`config.mk`:
```
export PLATFORM = sky130hd
export DESIGN_NAME = psmac_operand_packer
export DESIGN_NICKNAME = d
export VERILOG_FILES = /design/src/rtl/psmac_operand_packer.sv
export SDC_FILE = /design/constraint.sdc
export NUM_CORES = 1
export LEC_CHECK = 0
export ABC_CLOCK_PERIOD_IN_PS = 2970
export BUFFER_PORTS_ARGS = -buffer_cell sky130_fd_sc_hd__buf_2
export CAP_MARGIN = 40
export CORE_MARGIN = 10
export CORE_UTILIZATION = 30
export CTS_BUF_LIST = sky130_fd_sc_hd__clkbuf_4 sky130_fd_sc_hd__clkbuf_8
export DETAILED_ROUTE_END_ITERATION = 10
export GPL_TIMING_DRIVEN = 0
export SLEW_MARGIN = 20
export SYNTH_ARGS = -nofsm -noshare
export SYNTH_HDL_FRONTEND = slang
export SYNTH_SLANG_ARGS = --single-unit
export TNS_END_PERCENT = 1
```
`constraint.sdc`:
```
create_clock -name clk -period 2.97 [get_ports clk]
set_input_delay 0.297 -clock clk [delete_from_list [all_inputs] [get_ports clk]]
set_output_delay 0.297 -clock clk [all_outputs]
set_load 0.005 [all_outputs]
```
`src/rtl/psmac_operand_packer.sv`:
```
// Producer side of the precision-scalable MAC operand interface. It packs
// (activation, weight) pairs into 32-bit words with 2-bit-slice sign flags.
// A fill buffer and an output register together sustain one pair per cycle.

module psmac_operand_slice #(
  parameter int SLICE = 0
) (
  input  logic [1:0] md,       // format of the lane being written: 0=2b 1=4b 2=8b
  input  logic [3:0] cnt,
  input  logic [7:0] ip_d,
  input  logic [7:0] wt_d,
  input  logic [1:0] flag_md,  // format of the word whose flags are produced
  input  logic       sgx,
  input  logic       sgy,
  output logic [1:0] ip_s,
  output logic [1:0] wt_s,
  output logic       sx,
  output logic       sy
);
  localparam logic [3:0] S = SLICE[3:0];

  logic [3:0] lane;
  logic [1:0] sub;
  logic       top;

  always_comb begin
    lane = S;
    sub  = 2'd0;
    case (md)
      2'd0:    begin lane = S;               sub = 2'd0;          end
      2'd1:    begin lane = {1'b0, S[3:1]};  sub = {1'b0, S[0]};  end
      default: begin lane = {2'b00, S[3:2]}; sub = S[1:0];        end
    endcase
  end

  always_comb begin
    case (flag_md)
      2'd0:    top = 1'b1;
      2'd1:    top = S[0];
      default: top = &S[1:0];
    endcase
  end

  assign ip_s = (lane == cnt) ? ip_d[{sub, 1'b0} +: 2] : 2'b00;
  assign wt_s = (lane == cnt) ? wt_d[{sub, 1'b0} +: 2] : 2'b00;
  assign sx   = sgx & top;
  assign sy   = sgy & top;
endmodule

module psmac_operand_packer #(
  parameter int DATA_W              = 8,
  parameter bit PREC_RESERVED_AS_8B = 1'b1
) (
  input  logic              clk,
  input  logic              rst_n,
  input  logic [1:0]        prec,
  input  logic              signed_x,
  input  logic              signed_y,
  input  logic              s_valid,
  output logic              s_ready,
  input  logic [DATA_W-1:0] s_ip,
  input  logic [DATA_W-1:0] s_wt,
  input  logic              s_last,
  output logic              m_valid,
  input  logic              m_ready,
  output logic [31:0]       ip,
  output logic [31:0]       wt,
  output logic [3:0]        sx1,
  output logic [3:0]        sx2,
  output logic [3:0]        sx3,
  output logic [3:0]        sx4,
  output logic [3:0]        sy1,
  output logic [3:0]        sy2,
  output logic [3:0]        sy3,
  output logic [3:0]        sy4,
  output logic              mode1,
  output logic              mode2
);
  localparam int NSLICE = 16;

  typedef enum logic [1:0] {EMPTY, FILL, HELD} state_t;

  typedef struct packed {
    logic [31:0] ip;
    logic [31:0] wt;
    logic [1:0]  md;
    logic        sgx;
    logic        sgy;
  } word_t;

  state_t                  state;
  logic [3:0]              cnt;
  word_t                   fb, nw, src;
  logic [1:0]              in_md;
  logic [3:0]              lmax;
  logic                    acc, close, out_free, load;
  logic [NSLICE-1:0][1:0]  ip_ins, wt_ins;
  logic [NSLICE-1:0]       sxv, syv;

  // Reserved precision falls back to 2b when not aliased to 8b.
  always_comb begin
    case (prec)
      2'd0:    in_md = 2'd0;
      2'd1:    in_md = 2'd1;
      2'd2:    in_md = 2'd2;
      default: in_md = PREC_RESERVED_AS_8B ? 2'd2 : 2'd0;
    endcase
  end

  // Lane 0 takes the live configuration; later lanes reuse the latched one.
  always_comb begin
    nw.md  = (cnt == 4'd0) ? in_md    : fb.md;
    nw.sgx = (cnt == 4'd0) ? signed_x : fb.sgx;
    nw.sgy = (cnt == 4'd0) ? signed_y : fb.sgy;
    nw.ip  = ((cnt == 4'd0) ? 32'd0 : fb.ip) | ip_ins;
    nw.wt  = ((cnt == 4'd0) ? 32'd0 : fb.wt) | wt_ins;
  end

  always_comb begin
    case (nw.md)
      2'd0:    lmax = 4'd15;
      2'd1:    lmax = 4'd7;
      default: lmax = 4'd3;
    endcase
  end

  assign acc      = s_valid && s_ready;
  assign close    = acc && (s_last || (cnt == lmax));
  assign out_free = !m_valid || m_ready;
  assign src      = (state == HELD) ? fb : nw;
  assign load     = out_free && ((state == HELD) || close);

  for (genvar s = 0; s < NSLICE; s++) begin : g_slice
    psmac_operand_slice #(.SLICE(s)) u_slice (
      .md      (nw.md),
      .cnt     (cnt),
      .ip_d    (s_ip),
      .wt_d    (s_wt),
      .flag_md (src.md),
      .sgx     (src.sgx),
      .sgy     (src.sgy),
      .ip_s    (ip_ins[s]),
      .wt_s    (wt_ins[s]),
      .sx      (sxv[s]),
      .sy      (syv[s])
    );
  end

  always_ff @(posedge clk or negedge rst_n) begin
    if (!rst_n) begin
      state   <= EMPTY;
      cnt     <= '0;
      fb      <= '0;
      s_ready <= 1'b0;
      m_valid <= 1'b0;
      ip      <= '0;
      wt      <= '0;
      sx1     <= '0;
      sx2     <= '0;
      sx3     <= '0;
      sx4     <= '0;
      sy1     <= '0;
      sy2     <= '0;
      sy3     <= '0;
      sy4     <= '0;
      mode1   <= 1'b0;
      mode2   <= 1'b0;
    end else begin
      case (state)
        EMPTY, FILL: begin
          if (acc) begin
            fb    <= nw;
            cnt   <= close ? 4'd0 : cnt + 4'd1;
            state <= !close ? FILL : (out_free ? EMPTY : HELD);
          end
        end
        HELD:    if (out_free) state <= EMPTY;
        default: state <= EMPTY;
      endcase
      // Ready drops exactly when the next state is HELD.
      s_ready <= !(!out_free && ((state == HELD) || close));
      if (load) begin
        m_valid <= 1'b1;
        ip      <= src.ip;
        wt      <= src.wt;
        sx1     <= sxv[3:0];
        sx2     <= sxv[7:4];
        sx3     <= sxv[11:8];
        sx4     <= sxv[15:12];
        sy1     <= syv[3:0];
        sy2     <= syv[7:4];
        sy3     <= syv[11:8];
        sy4     <= syv[15:12];
        mode1   <= (src.md != 2'd0);
        mode2   <= (src.md == 2'd2);
      end else if (m_ready) begin
        m_valid <= 1'b0;
      end
    end
  end
endmodule

```
# == Yosys cells after proc, flatten, opt, wreduce, memory -nomap -nowiden ==
# Cells that the tools add are included.
# word_totals
ff_bits,150
input_bits,25
out_inout_bits,100
elab_cells,141
# op_classes
addsub,1
eq_ne,24
shifts,6
n_mux,67
bitwise_logic,6
reduce_logical,22
# op_table
op,n
$mux W2,38
$mux W68,1
$mux W32,2
$or A32 B32 Y32,2
$pmux W4 S2,8
$shiftx A8 B4 Y2,6
$eq A4 B4 Y1,9
$pmux W3 S2,4
$pmux W2 S2,5
$eq A3 B4 Y1,4
$eq A2 B1 Y1 const B,4
$eq A2 B4 Y1,2
$logic_not A2 Y1,4
$mux W1,8
$reduce_or A2 Y1,3
$add A4 B1 Y4 const B,1
$and A1 B1 Y1,4
$eq A1 B4 Y1,1
$eq A2 B2 Y1 const B,2
$logic_and A1 B1 Y1,4
$logic_not A4 Y1,1
$mux W4,1
$ne A2 B2 Y1 const B,2
$reduce_and A2 Y1,2
other kinds (3),8

# == Depth between registers and ports, before layout ==
# logic_depth
word_depth,14
depth_mapped,11
ltp_nobuf,8

# == Hierarchy ==
# From an unflattened synthesis, not the netlist that was laid out.
# hier_totals
hier_cells,779
hier_area_um2,9431.5
# by_module_without_submodules
mod,instances,cells_per_inst,area_each_um2,seq_area_each_um2
psmac_operand_packer,1,507,7269.5,4354.2
psmac_operand_slice (g_slice[4].u_slice ...),2,16,102.6,0.0
psmac_operand_slice (g_slice[14].u_slice),1,17,187.7,0.0
psmac_operand_slice (g_slice[11].u_slice),1,21,180.2,0.0
psmac_operand_slice (g_slice[7].u_slice),1,19,170.2,0.0
psmac_operand_slice (g_slice[15].u_slice),1,19,168.9,0.0
psmac_operand_slice (g_slice[3].u_slice),1,19,158.9,0.0
psmac_operand_slice (g_slice[13].u_slice),1,17,140.1,0.0
psmac_operand_slice (g_slice[2].u_slice),1,16,136.4,0.0
psmac_operand_slice (g_slice[6].u_slice),1,17,135.1,0.0
psmac_operand_slice (g_slice[5].u_slice),1,19,133.9,0.0
psmac_operand_slice (g_slice[12].u_slice),1,19,130.1,0.0
psmac_operand_slice (g_slice[10].u_slice),1,17,128.9,0.0
psmac_operand_slice (g_slice[9].u_slice),1,17,127.6,0.0
+2 rows,n/a,n/a,n/a,n/a

# == Worst setup path before layout ==
# Ideal clock, no wire load.
# synth_path
kind,reg2reg
startpoint,register cnt[0]
endpoint,register ip[22]
setup_time_ps,86
t_arrival_ps,2727
t_required_ps,2884
setup_slack_ps,157
stages_incl_launch_ff,11
path_buffers,2
synth_period_minus_slack_ps,2813
cell_sequence,dfrtp_1 -> buf_2 -> inv_1 -> ha_1 -> or3b_1 -> buf_6 -> mux2i_1 -> or3b_2 -> o211ai_1 -> a221oi_1 -> nor3_1
# synth_via
elab_chain_len,9
word_cells_on_any_way,18
classes_between,3 x eq/ne; 1 x shift; 7 x mux; 1 x bitwise; 6 x reduce/logical
# synth_rtl
element,line_no,source
from (decl),92,logic [3:0] cnt;
from (signal assigned),173,cnt <= close ? 4'd0 : cnt + 4'd1;
"parallel branches: the longest is 9 deep, another holds $mux W68",n/a,
to (signal assigned),184,ip <= src.ip;
to (decl),66,"output logic [31:0] ip,"
# Parallel ways; which one is timed is not known.
# A chain may end at the register's enable or synchronous reset.

# == Worst setup path after layout ==
# layout_path
startpoint,register cnt[0]
endpoint,register wt[15]
# layout_via
elab_chain_len,9
word_cells_on_any_way,18
classes_between,3 x eq/ne; 1 x shift; 7 x mux; 1 x bitwise; 6 x reduce/logical
# layout_rtl
element,line_no,source
"parallel branches: the longest is 9 deep, another holds $mux W68",n/a,
to (signal assigned),185,wt <= src.wt;
to (decl),67,"output logic [31:0] wt,"
# Parallel ways; which one is timed is not known.

==> flow_metrics.env <==
export IMPL_status="complete, no violations"
export IMPL_wire_per_inst_um=19.6
export IMPL_synth_compound_area_share_pct=22.8
export IMPL_dp_slack_ps=-379
export IMPL_fp_row_count=56
export IMPL_grt_pass1_vias=5997
export IMPL_portBuffers=123
export IMPL_clk_latency_ps=470
export IMPL_finalCritPeriodShare_pct=98.2
export IMPL_tightestPinTransition_ps=895
export IMPL_holdCritPathClass="in2reg"
export IMPL_cts_max_path_buffers=2
export IMPL_detail_route_iter0_violations=533
export IMPL_cts_tree="yes"
export IMPL_place_area_um2=8200
export IMPL_p_leak_nw=4.07
export IMPL_die_area_um2=30300
export IMPL_synth_cell_type_count=58
export IMPL_synthMuxAreaShare_pct=4.34
export IMPL_drive_above_1_share_pct=28.7
export IMPL_slew_viol_final=0
export IMPL_dieHeight_um=174
export IMPL_gr_total_overflow=0
export IMPL_fin_worst_skew_ps=11.2
export IMPL_synth_enable_flop_cells=0
export IMPL_cts_buffers=17
export IMPL_netlist_area_um2=7130
export IMPL_dr_pass1_iters=5
export IMPL_drc_errors=0
export IMPL_synth_seq_cells=148
export IMPL_synth_xor_area_share_pct=0.246
export IMPL_antenna_found_initial=1
export IMPL_synth_simple_area_share_pct=14.0
export IMPL_endpoint_kind="register"
export IMPL_stdcell_area_um2=8850
export IMPL_cp_slowest_cell="dfrtp_1"
export IMPL_dp_hpwl_um=16700
export IMPL_synth_cells=686
export IMPL_die_w_um=174
export IMPL_crit_path_start_kind="register"
export IMPL_slowest_delay_ps=410
export IMPL_io_pins=125
export IMPL_dr_total_vias=6069
export IMPL_hold_violations=0
export IMPL_area_growth_pct=24.2
export IMPL_grt_pass1_wl_um=36000
export IMPL_viasPerCell=5.17
export IMPL_instances_no_fill=1174
export IMPL_fin_util_pct=37.8
export IMPL_path_class="reg2reg"
export IMPL_finalCriticalPeriod_ps=2920
export IMPL_synth_top_family_by_area="compound AO/OA/AOI/OAI gates"
export IMPL_grt_max_degree=76
export IMPL_async_flop_share_pct=100
export IMPL_antenna_left=0
export IMPL_htree_levels=4
export IMPL_worstPathRequired_ps=3320
export IMPL_drv_cap=0
export IMPL_syn_avg_cell_area_um2=10.4
export IMPL_drt_wl_total_um=23100
export IMPL_core_area_um2=23400
export IMPL_start_util_pct=30.5
export IMPL_ys_flop_type="dfrtp_1"
export IMPL_setup_viol=0
export IMPL_ys_warn_count=0
export IMPL_cp_max_fo=10
export IMPL_dpl_cell_count=1131
export IMPL_synth_yosys_seq_area_share_pct=52.0
export IMPL_root_buffer="clkbuf_8"
export IMPL_synth_fa_ha_area_share_pct=0.351
export IMPL_rsz0062_at_grt="true"
export IMPL_nFillCells=2391
export IMPL_grt_usage_pct=15.0
export IMPL_fmax_mhz=343
export IMPL_slew_headroom_pct=39.7
export IMPL_cts_sinks=148
export IMPL_cp_cell_sequence="buf_4 > clkinvlp_4 > ha_2 > or3b_1 > buf_6 > mux2i_4 > mux2i_1 > o21ai_4 > a221oi_1 > nor2_1"
export IMPL_gp_congestion=0.925
export IMPL_final_nets=868
export IMPL_clk_pin_slew_ps=90
export IMPL_irDropWorstVdd_mv=0.281
export IMPL_crit_arrival_ps=3270
export IMPL_synthesis_nets=713
export IMPL_power_density_nw_per_um2=949
export IMPL_setup_ws_ps=53.0
==> logic make-up after synthesis <==
family                   count (synthesis)
buffers and inverters                   86
flip-flops                             148
AND/OR/NAND/NOR                        229
multiplexers                            26
XOR/XNOR                                 2
adder cells (fa/ha/maj)                  2
AO/OA/AOI/OAI                          193
==> registers in the layout, indices dropped and copies added (netlist names) <==
| signal | flops |
|---|---|
| s_ready | 1 |
| ip | 32 |
| wt | 32 |
| mode1 | 1 |
| fb | 68 |
| state | 2 |
| mode2 | 1 |
| sy4 | 3 |
| cnt | 4 |
| sx4 | 3 |
| m_valid | 1 |
==> Yosys cell counts, types with 3 or more instances <==
master	instances	area, um^2
o22ai_1	3	18.8
a221oi_1	46	403
mux2i_1	14	140
a21oi_1	9	45.0
clkbuf_1	44	165
nor3_1	20	100
nand2b_1	7	43.8
buf_4	26	195
o21ai_0	26	130
or2_2	3	18.8
dfrtp_1	148	3700
buf_2	6	30.0
a32oi_1	12	105
nor2_1	127	477
a32o_1	14	140
nor2b_1	8	50.1
mux2_2	9	101
nand2_1	42	158
inv_1	7	26.3
a31oi_1	5	31.3
nand3_1	6	30.0
mux2i_4	3	67.6
o21ai_2	5	43.8
a22o_1	51	447
==> layer usage <==
metal  vias to the layer above  wire length [um]  global-route usage (%)
met3                        41              1300                    3.60
met2                       188             11300                    24.6
met5                         -                 0                       0
met4                         0               565                    6.20
li1                       2819                 -                       -
met1                      3021              9880                    18.5
==> worst max-delay path: cells and delay by family (launching register included) <==
family / cells / cell delay [ps]
compound gates: 2 / 540
fa+ha+maj: 1 / 220
buf+inv: 3 / 430
mux: 2 / 700
flops: 1 / 410
simple gates: 2 / 470
==> report_power, final <==
group          switching, W  total (W)  leakage [nW]  internal [W]
Combinational       0.00207    0.00359          1.98       0.00153
Clock              0.000793    0.00175         0.208      0.000955
Sequential         0.000399    0.00306          1.89       0.00266
Total               0.00326    0.00840          4.07       0.00514
==> path summary, 6_finish.rpt <==
check                                   start            endpoint  slack (ps)  cells after the start
max                        cnt[0]$_DFFE_PN0P_  wt[15]$_DFFE_PN0P_          50                     10
min                                  signed_x   fb[1]$_DFFE_PN0P_          70                      2
max reg2reg                cnt[0]$_DFFE_PN0P_  wt[15]$_DFFE_PN0P_          50                     10
min reg2reg                ip[16]$_DFFE_PN0P_  ip[16]$_DFFE_PN0P_         480                      2
max in group asynchronous               rst_n  wt[27]$_DFFE_PN0P_        1820                      3
min in group asynchronous               rst_n  fb[58]$_DFFE_PN0P_         370                      2
==> final cells by class <==
class / count / area, um^2 / share of cell area [%]
sequential: 148 / 3700 / 41.8
multi-input combinational: 452 / 3080 / 34.8
timing repair buffer: 136 / 766 / 8.65
buffer: 79 / 430 / 4.86
tap: 319 / 399 / 4.51
clock buffer: 20 / 263 / 2.97
clock inverter: 12 / 180 / 2.04
inverter: 7 / 30.0 / 0.339
antenna: 1 / 2.50 / 0.0283
==> through the flow <==
stage / setup TNS, ps / hold slack [ps] / power (W)
4_1_cts: 0 / 53.8 / 0.00836
3_5_place_dp: -18270 / 311 / 0.00651
3_3_place_gp: -113780 / 461 / 0.00645
6_report: 0 / 73.1 / 0.00840
2_1_floorplan: 0 / 1.41 / 0.00514
5_1_grt: -175 / 67.2 / 0.00895
==> what timing repair did <==
action                                  4_1_cts  5_1_grt
hold buffers                                  1        0
gates resized for setup                      10       16
setup buffers                                 8        1
endpoints found under the hold margin        73        0
endpoints found under the setup margin       98       75
==> layout by cell type, fill, tap and decap left out, types with 8 or more instances in the layout <==
| master | n |
|---|---|
| o21ai_0 | 26 |
| clkbuf_8 | 18 |
| nor3_1 | 20 |
| nand2_1 | 42 |
| mux2_2 | 8 |
| a22o_1 | 51 |
| a221oi_1 | 44 |
| a21oi_1 | 8 |
| clkbuf_1 | 41 |
| a32oi_1 | 12 |
| a32o_1 | 14 |
| buf_2 | 126 |
| nor2_1 | 127 |
| dfrtp_1 | 148 |
| buf_4 | 36 |
| mux2i_1 | 12 |
(Power assumes the default switching activity.)
